$ cat src/rtl/nand_input_debounce.sv
// Input conditioner ahead of the NAND cell: per-channel synchroniser, debounce FSM,
// registered edge pulses and a settled flag.
module nand_input_debounce #(
    parameter int CH          = 2,
    parameter int SYNC_STAGES = 2,
    parameter int DB_CYCLES   = 16
) (
    input  logic          clk,
    input  logic          rst,
    input  logic          en,
    input  logic [CH-1:0] raw_in,
    output logic [CH-1:0] clean_out,
    output logic [CH-1:0] rise_pulse,
    output logic [CH-1:0] fall_pulse,
    output logic          settled
);

    localparam int CW = $clog2(DB_CYCLES);
    localparam logic [CW-1:0] CNT_MAX = CW'(DB_CYCLES - 1);

    typedef enum logic {
        IDLE,
        COUNT
    } state_e;

    logic [SYNC_STAGES-1:0] sync_q [CH];
    logic [SYNC_STAGES-1:0] sync_d [CH];
    state_e                 state_q [CH];
    state_e                 state_d [CH];
    logic [CW-1:0]          cnt_q [CH];
    logic [CW-1:0]          cnt_d [CH];
    logic [CH-1:0]          clean_q, clean_d;
    logic [CH-1:0]          rise_q, rise_d;
    logic [CH-1:0]          fall_q, fall_d;
    logic                   settled_q, settled_d;
    logic [CH-1:0]          syn;

    for (genvar g = 0; g < CH; g++) begin : g_syn
        assign syn[g] = sync_q[g][SYNC_STAGES-1];
    end

    always_comb begin
        settled_d = 1'b1;
        clean_d   = clean_q;
        rise_d    = '0;
        fall_d    = '0;
        for (int unsigned i = 0; i < CH; i++) begin
            sync_d[i]  = sync_q[i];
            state_d[i] = state_q[i];
            cnt_d[i]   = cnt_q[i];
            if (en) begin
                sync_d[i] = {sync_q[i][SYNC_STAGES-2:0], raw_in[i]};
                case (state_q[i])
                    IDLE: begin
                        if (syn[i] != clean_q[i]) begin
                            state_d[i] = COUNT;
                            cnt_d[i]   = CW'(1);
                        end
                    end
                    COUNT: begin
                        if (syn[i] == clean_q[i]) begin
                            state_d[i] = IDLE;
                            cnt_d[i]   = '0;
                        end else if (cnt_q[i] == CNT_MAX) begin
                            state_d[i] = IDLE;
                            cnt_d[i]   = '0;
                            clean_d[i] = syn[i];
                            rise_d[i]  = syn[i];
                            fall_d[i]  = ~syn[i];
                        end else begin
                            cnt_d[i] = cnt_q[i] + 1'b1;
                        end
                    end
                    default: begin
                        state_d[i] = IDLE;
                        cnt_d[i]   = '0;
                    end
                endcase
            end
            // Settled looks ahead at the next synchronised level so a pending change
            // drops the flag on the same edge it reaches the last sync stage.
            if (state_d[i] != IDLE || sync_d[i][SYNC_STAGES-1] != clean_d[i]) begin
                settled_d = 1'b0;
            end
        end
        if (!en) begin
            settled_d = settled_q;
        end
    end

    always_ff @(posedge clk or posedge rst) begin
        if (rst) begin
            for (int unsigned i = 0; i < CH; i++) begin
                sync_q[i]  <= '0;
                state_q[i] <= IDLE;
                cnt_q[i]   <= '0;
            end
            clean_q   <= '0;
            rise_q    <= '0;
            fall_q    <= '0;
            settled_q <= 1'b0;
        end else begin
            for (int unsigned i = 0; i < CH; i++) begin
                sync_q[i]  <= sync_d[i];
                state_q[i] <= state_d[i];
                cnt_q[i]   <= cnt_d[i];
            end
            clean_q   <= clean_d;
            rise_q    <= rise_d;
            fall_q    <= fall_d;
            settled_q <= settled_d;
        end
    end

    assign clean_out  = clean_q;
    assign rise_pulse = rise_q;
    assign fall_pulse = fall_q;
    assign settled    = settled_q;

endmodule

$ cat config.mk
export PLATFORM = sky130hd
export DESIGN_NAME = nand_input_debounce
export DESIGN_NICKNAME = d
export VERILOG_FILES = /design/src/rtl/nand_input_debounce.sv
export SDC_FILE = /design/constraint.sdc
export NUM_CORES = 1
export LEC_CHECK = 0
export CAP_MARGIN = 15
export CORE_UTILIZATION = 57
export CTS_CLUSTER_DIAMETER = 100
export DETAILED_ROUTE_END_ITERATION = 12
export HOLD_SLACK_MARGIN = 0.15
export PLACE_DENSITY = 0.79
export SLEW_MARGIN = 10
export SYNTH_ARGS = -nofsm -noshare
export SYNTH_HDL_FRONTEND = slang
export SYNTH_SLANG_ARGS = --single-unit
$ cat constraint.sdc
create_clock -name clk -period 2.51 [get_ports clk]
set_input_delay 0.251 -clock clk [delete_from_list [all_inputs] [get_ports clk]]
set_output_delay 0.251 -clock clk [all_outputs]
set_load 0.02 [all_outputs]
After elaboration in Yosys (flattened, before gate mapping)
Cells that the tools add are included.

storage, ports and cells
  input port bits = 5
  flip-flop bits (word level) = 21
  output and inout port bits = 7

cells by class
  equal/unequal tests = 10
  add/sub/neg operators = 2
  bitwise operators = 4
  reductions and logical operators = 4
  multiplexer cells = 46

operator list
  operator                                     count
  2-to-1 mux 1 bit                             34
  2-to-1 mux 4 bit                             6
  one-hot mux 4 bit (2 select lines)           2
  adder 4 x 1 -> 4 bit, second input constant  2
  equality test 4 bit, second input constant   2
  2-to-1 mux 2 bit                             2
  != test 1 bit                                4
  != test 2 bit, second input constant         2
  inverter 1 bit                               4
  one-hot mux 1 bit (2 select lines)           2
  AND reduction 2 bit                          2
  equality test 1 bit                          2
  logical OR 1 bit                             2

Logic depth before layout (Yosys ltp)
  depth after elaboration = 9
  mapped depth = 6
  gate-level depth less buffers = 6

Least setup slack after synthesis
No wires, ideal clock.

  path type = reg2reg
  start = register cnt_q[0] (netlist name)
  end = register settled_q, in the netlist settled
  path slack = 856 ps
  data required time = 2,409 ps
  data arrival time = 1,554 ps
  library setup time = 101 ps
  cell stages (with the launch flop) = 7
  buffers on the path = 0
  cells stage by stage = dfrtp_1 -> ha_1 -> and3_4 -> nand3_4 -> mux2_4 -> xor2_1 -> o32ai_1

on the way
  cells in the longest elaborated chain, start to end = 8

ends and longest elaborated chain
  item                              RTL line  source
  start: declaration                30        logic [CW-1:0] cnt_q [CH];
  start signal: indexed assignment  106       cnt_q[i] <= cnt_d[i];
  equality test 4 bit               64        end else if (cnt_q[i] == CNT_MAX) begin
  2-to-1 mux 1 bit                  64
  2-to-1 mux 1 bit                  61        if (syn[i] == clean_q[i]) begin
  2-to-1 mux 1 bit                  53        case (state_q[i])
  2-to-1 mux 1 bit                  51        if (en) begin
  named net clean_d[1]              32        logic [CH-1:0] clean_q, clean_d;
  != test 1 bit                     82        if (state_d[i] != IDLE || sync_d[i][SYNC_STAGES-1] != clean_d[i]) begin
  logical OR 1 bit                  82
  2-to-1 mux 1 bit                  82
  end signal: assignment            111       settled_q <= settled_d;
  end: declaration                  35        logic settled_q, settled_d;

The timed path passes the listed nets, and every way through them passes these cells.
A chain may end at the register's enable or synchronous reset.

Worst setup path after layout
  start = register cnt_q[4] (netlist name)
  end = register settled_q, in the netlist settled

on the way
  cells in the longest elaborated chain, start to end = 9

ends and longest elaborated chain
  item                           RTL line
  equality test 4 bit            64
  2-to-1 mux 1 bit               64
  2-to-1 mux 1 bit               61
  2-to-1 mux 1 bit               53
  2-to-1 mux 1 bit               51
  named net clean_d[0]           32
  != test 1 bit                  82
  logical OR 1 bit               82
  2-to-1 mux 1 bit (2 in a row)  82

The timed path passes the listed nets, and every way through them passes these cells.

==> results.txt <==
Register Area: 526 µm²
Setup TNS: 0 ps
Final HPWL DP: 1330 µm
Hold_buf cts: 0
CTS Buf Count: 3
Power share of the combinational group: 0.192
Pwr dens: 634 nW/µm²
Antenna violations before repair: 0
Syn Std Cell Area: 1010 µm²
Asr flop ratio synth: 1.00
Share of the synthesized area in the top cell type: 0.522
# resized after CTS: 0
Layout cell share with drive strength beyond 1: 0.183
GR Util All Layers: 0.215
Sequential share of the synthesized area: 0.522
Largest net degree at the start of global routing: 22
Drt first pass iters: 6
Most frequent cell after synthesis: dfrtp_1
TritonCTS clock tree: built
Max IR drop VDD: 440 µV
Row count: 14
Core area: 1580 µm²
Synth Instances: 90
Layout Nets: 112
Switching share of total power: 0.297
First DRT Iteration DRCs: 7
Sw power: 216 µW
H-tree depth: 1
DR vias/cell: 5.76
Clock Sink Count: 21
Placer congestion estimate: 0.758
YS warnings: 0
Clock share of power: 0.218
Post-CTS Setup Repair Bufs: 0
Filler cells: 124
Final worst-path cycle share: 0.737
Routed length per instance: 14.8 µm
Top cells by count, synth: dfrtp_1, nand2_1, o21ai_0, mux2_2, nor3b_1
Initial core utilization: 0.639
Status: finished clean
WL final: 1770 µm
Final Max Slew Viols: 0
Number of synthesized flops with an enable pin: 0
Top cells by area, synth: dfrtp_1, mux2_2, nand2_1
Critical Path RT: 2710 ps
ANT nets after route: 0
Area leader, netlist: dfrtp_1
I/O pins: 12
Final worst clock skew: 3.32 ps
Int Power: 511 µW
P_leak: 0.000496 µW
Root buffer cell: clkbuf_4
Number of global-route vias before repair: 660
Max clock buf depth: 2
Seq cells post-synth: 21
Die X: 44.0 µm
Final setup fails: 0
Ant diodes: 0
Vias: 691
Worst skew pair latency: 300 ps
Multi-input logic area: 442 µm²
Worst-Margin Slew: 769 ps
DRC Markers: 0
Critical path class: reg2reg
Synth unique cells: 22
Clock slew at reported path FFs: 120 ps
Seq pwr share: 0.591
Critical Path AT: 2050 ps
Avg Cell Area, Syn: 11.2 µm²
Die H: 44.0 µm
Hold crit path type: in2async
Period minus WS final: 1850 ps
PortBufs: 11
Gr ovfl total: 0
CP Launch Type: register
CP endpoint kind: register
RSZ-0062 raised after global routing: no
Max transition margin: 0.487
Syn_nets: 97
Total Power: 727 µW
Final Hold Fails: 0
Ys flop type: dfrtp_1
Crit Path Max Fanout: 4
Max frequency: 541 MHz
Max-Cap Viols: 0
Layout area overhead: 13.9%
Die Area: 1940 µm²
First-pass GRT wire length: 2940 µm
registers in the layout, indices dropped and copies added, names as in the netlist:
signal,flops
sync_q,2
settled,1
cnt_q,8
syn,2
clean_out,2
state_q,2
rise_pulse,2
fall_pulse,2
placed cells by master (no fill, tap or decap):
| cell type | netlist | routed |
|---|---|---|
| or2_2 | 2 | 2 |
| nor3b_1 | 6 | 6 |
| nand3_2 | 1 | 1 |
| nand3_4 | 1 | 1 |
| clkinv_2 | 0 | 1 |
| dfrtp_1 | 21 | 21 |
| nand3_1 | 4 | 4 |
| clkdlybuf4s50_1 | 0 | 11 |
| o21ai_0 | 8 | 8 |
| buf_4 | 0 | 1 |
| and3_2 | 1 | 1 |
| nand2_1 | 15 | 15 |
| and3_4 | 1 | 1 |
| a21oi_1 | 4 | 4 |
| a22oi_1 | 1 | 1 |
| o32ai_1 | 1 | 1 |
| mux2_4 | 2 | 2 |
| ha_1 | 2 | 2 |
| o31ai_1 | 2 | 2 |
| clkbuf_4 | 0 | 3 |
| mux2_2 | 6 | 6 |
| xor2_1 | 4 | 4 |
| inv_1 | 4 | 4 |
| a31oi_1 | 2 | 2 |
stage by stage:
stage               instances  cell area (µm²)  hold WS, ps  utilization  setup WS [ps]
floorplan                  90             1010          228            -            856
global placement          116             1120          490        0.710            539
detailed placement        116             1120          503        0.710            453
CTS                       120             1150          410        0.728            655
global route              120             1150          450        0.728            612
finish                    120             1150          387        0.728            661
logic make-up after synthesis:
| kind of cell | share of synthesized area |
|---|---|
| muxes | 0.0969 |
| and+or+nand+nor | 0.179 |
| adders and majority gates | 0.0248 |
| xor gates and xnor gates | 0.0348 |
| AOI/OAI and AO/OA | 0.103 |
| DFF | 0.522 |
| buffers and inverters | 0.0397 |
power groups by stage:
stage	sequential [µW]	combinational, µW	clock [µW]
2_1_floorplan	425	109	0
4_1_cts	428	141	164
5_1_grt	436	161	177
3_3_place_gp	432	134	0
6_report	430	139	158
3_5_place_dp	435	139	0
layer usage:
metal  track usage  part of all wire  vias to the layer above
met5             0                 0                        -
met1         0.321              0.49                      332
met3        0.0490             0.027                        2
met4        0.0848            0.0062                        0
met2         0.306              0.48                       12
li1              -                 -                      345
area by class of cell:
cell class | count | area share
Inverter | 4 | 0.0131
Tap cell | 16 | 0.0174
Clock inverter | 1 | 0.00436
Clock buffer | 3 | 0.0196
Multi-Input combinational cell | 63 | 0.385
Sequential cell | 21 | 0.458
Timing Repair Buffer | 12 | 0.103
critical path, cell delays in order (launching register included):
cell	delay, ps
dfrtp_1	430
ha_1	230
and3_2	250
nand3_2	110
mux2_4	320
xor2_1	160
o32ai_1	240
path summary, 6_finish.rpt:
check | startpoint | endpoint | slack (ps) | cells after the start
worst max-delay path | cnt_q[4] | settled | 660 | 6
worst min-delay path | rst | sync_q[0] | 390 | 2
worst max register to register | cnt_q[4] | settled | 660 | 6
worst min register to register | cnt_q[5] | cnt_q[5] | 520 | 2
max in group asynchronous | rst | clean_out[1] | 1650 | 2
min in group clk | cnt_q[5] | cnt_q[5] | 520 | 2
No activity file was read; power rests on OpenSTA's default activity.
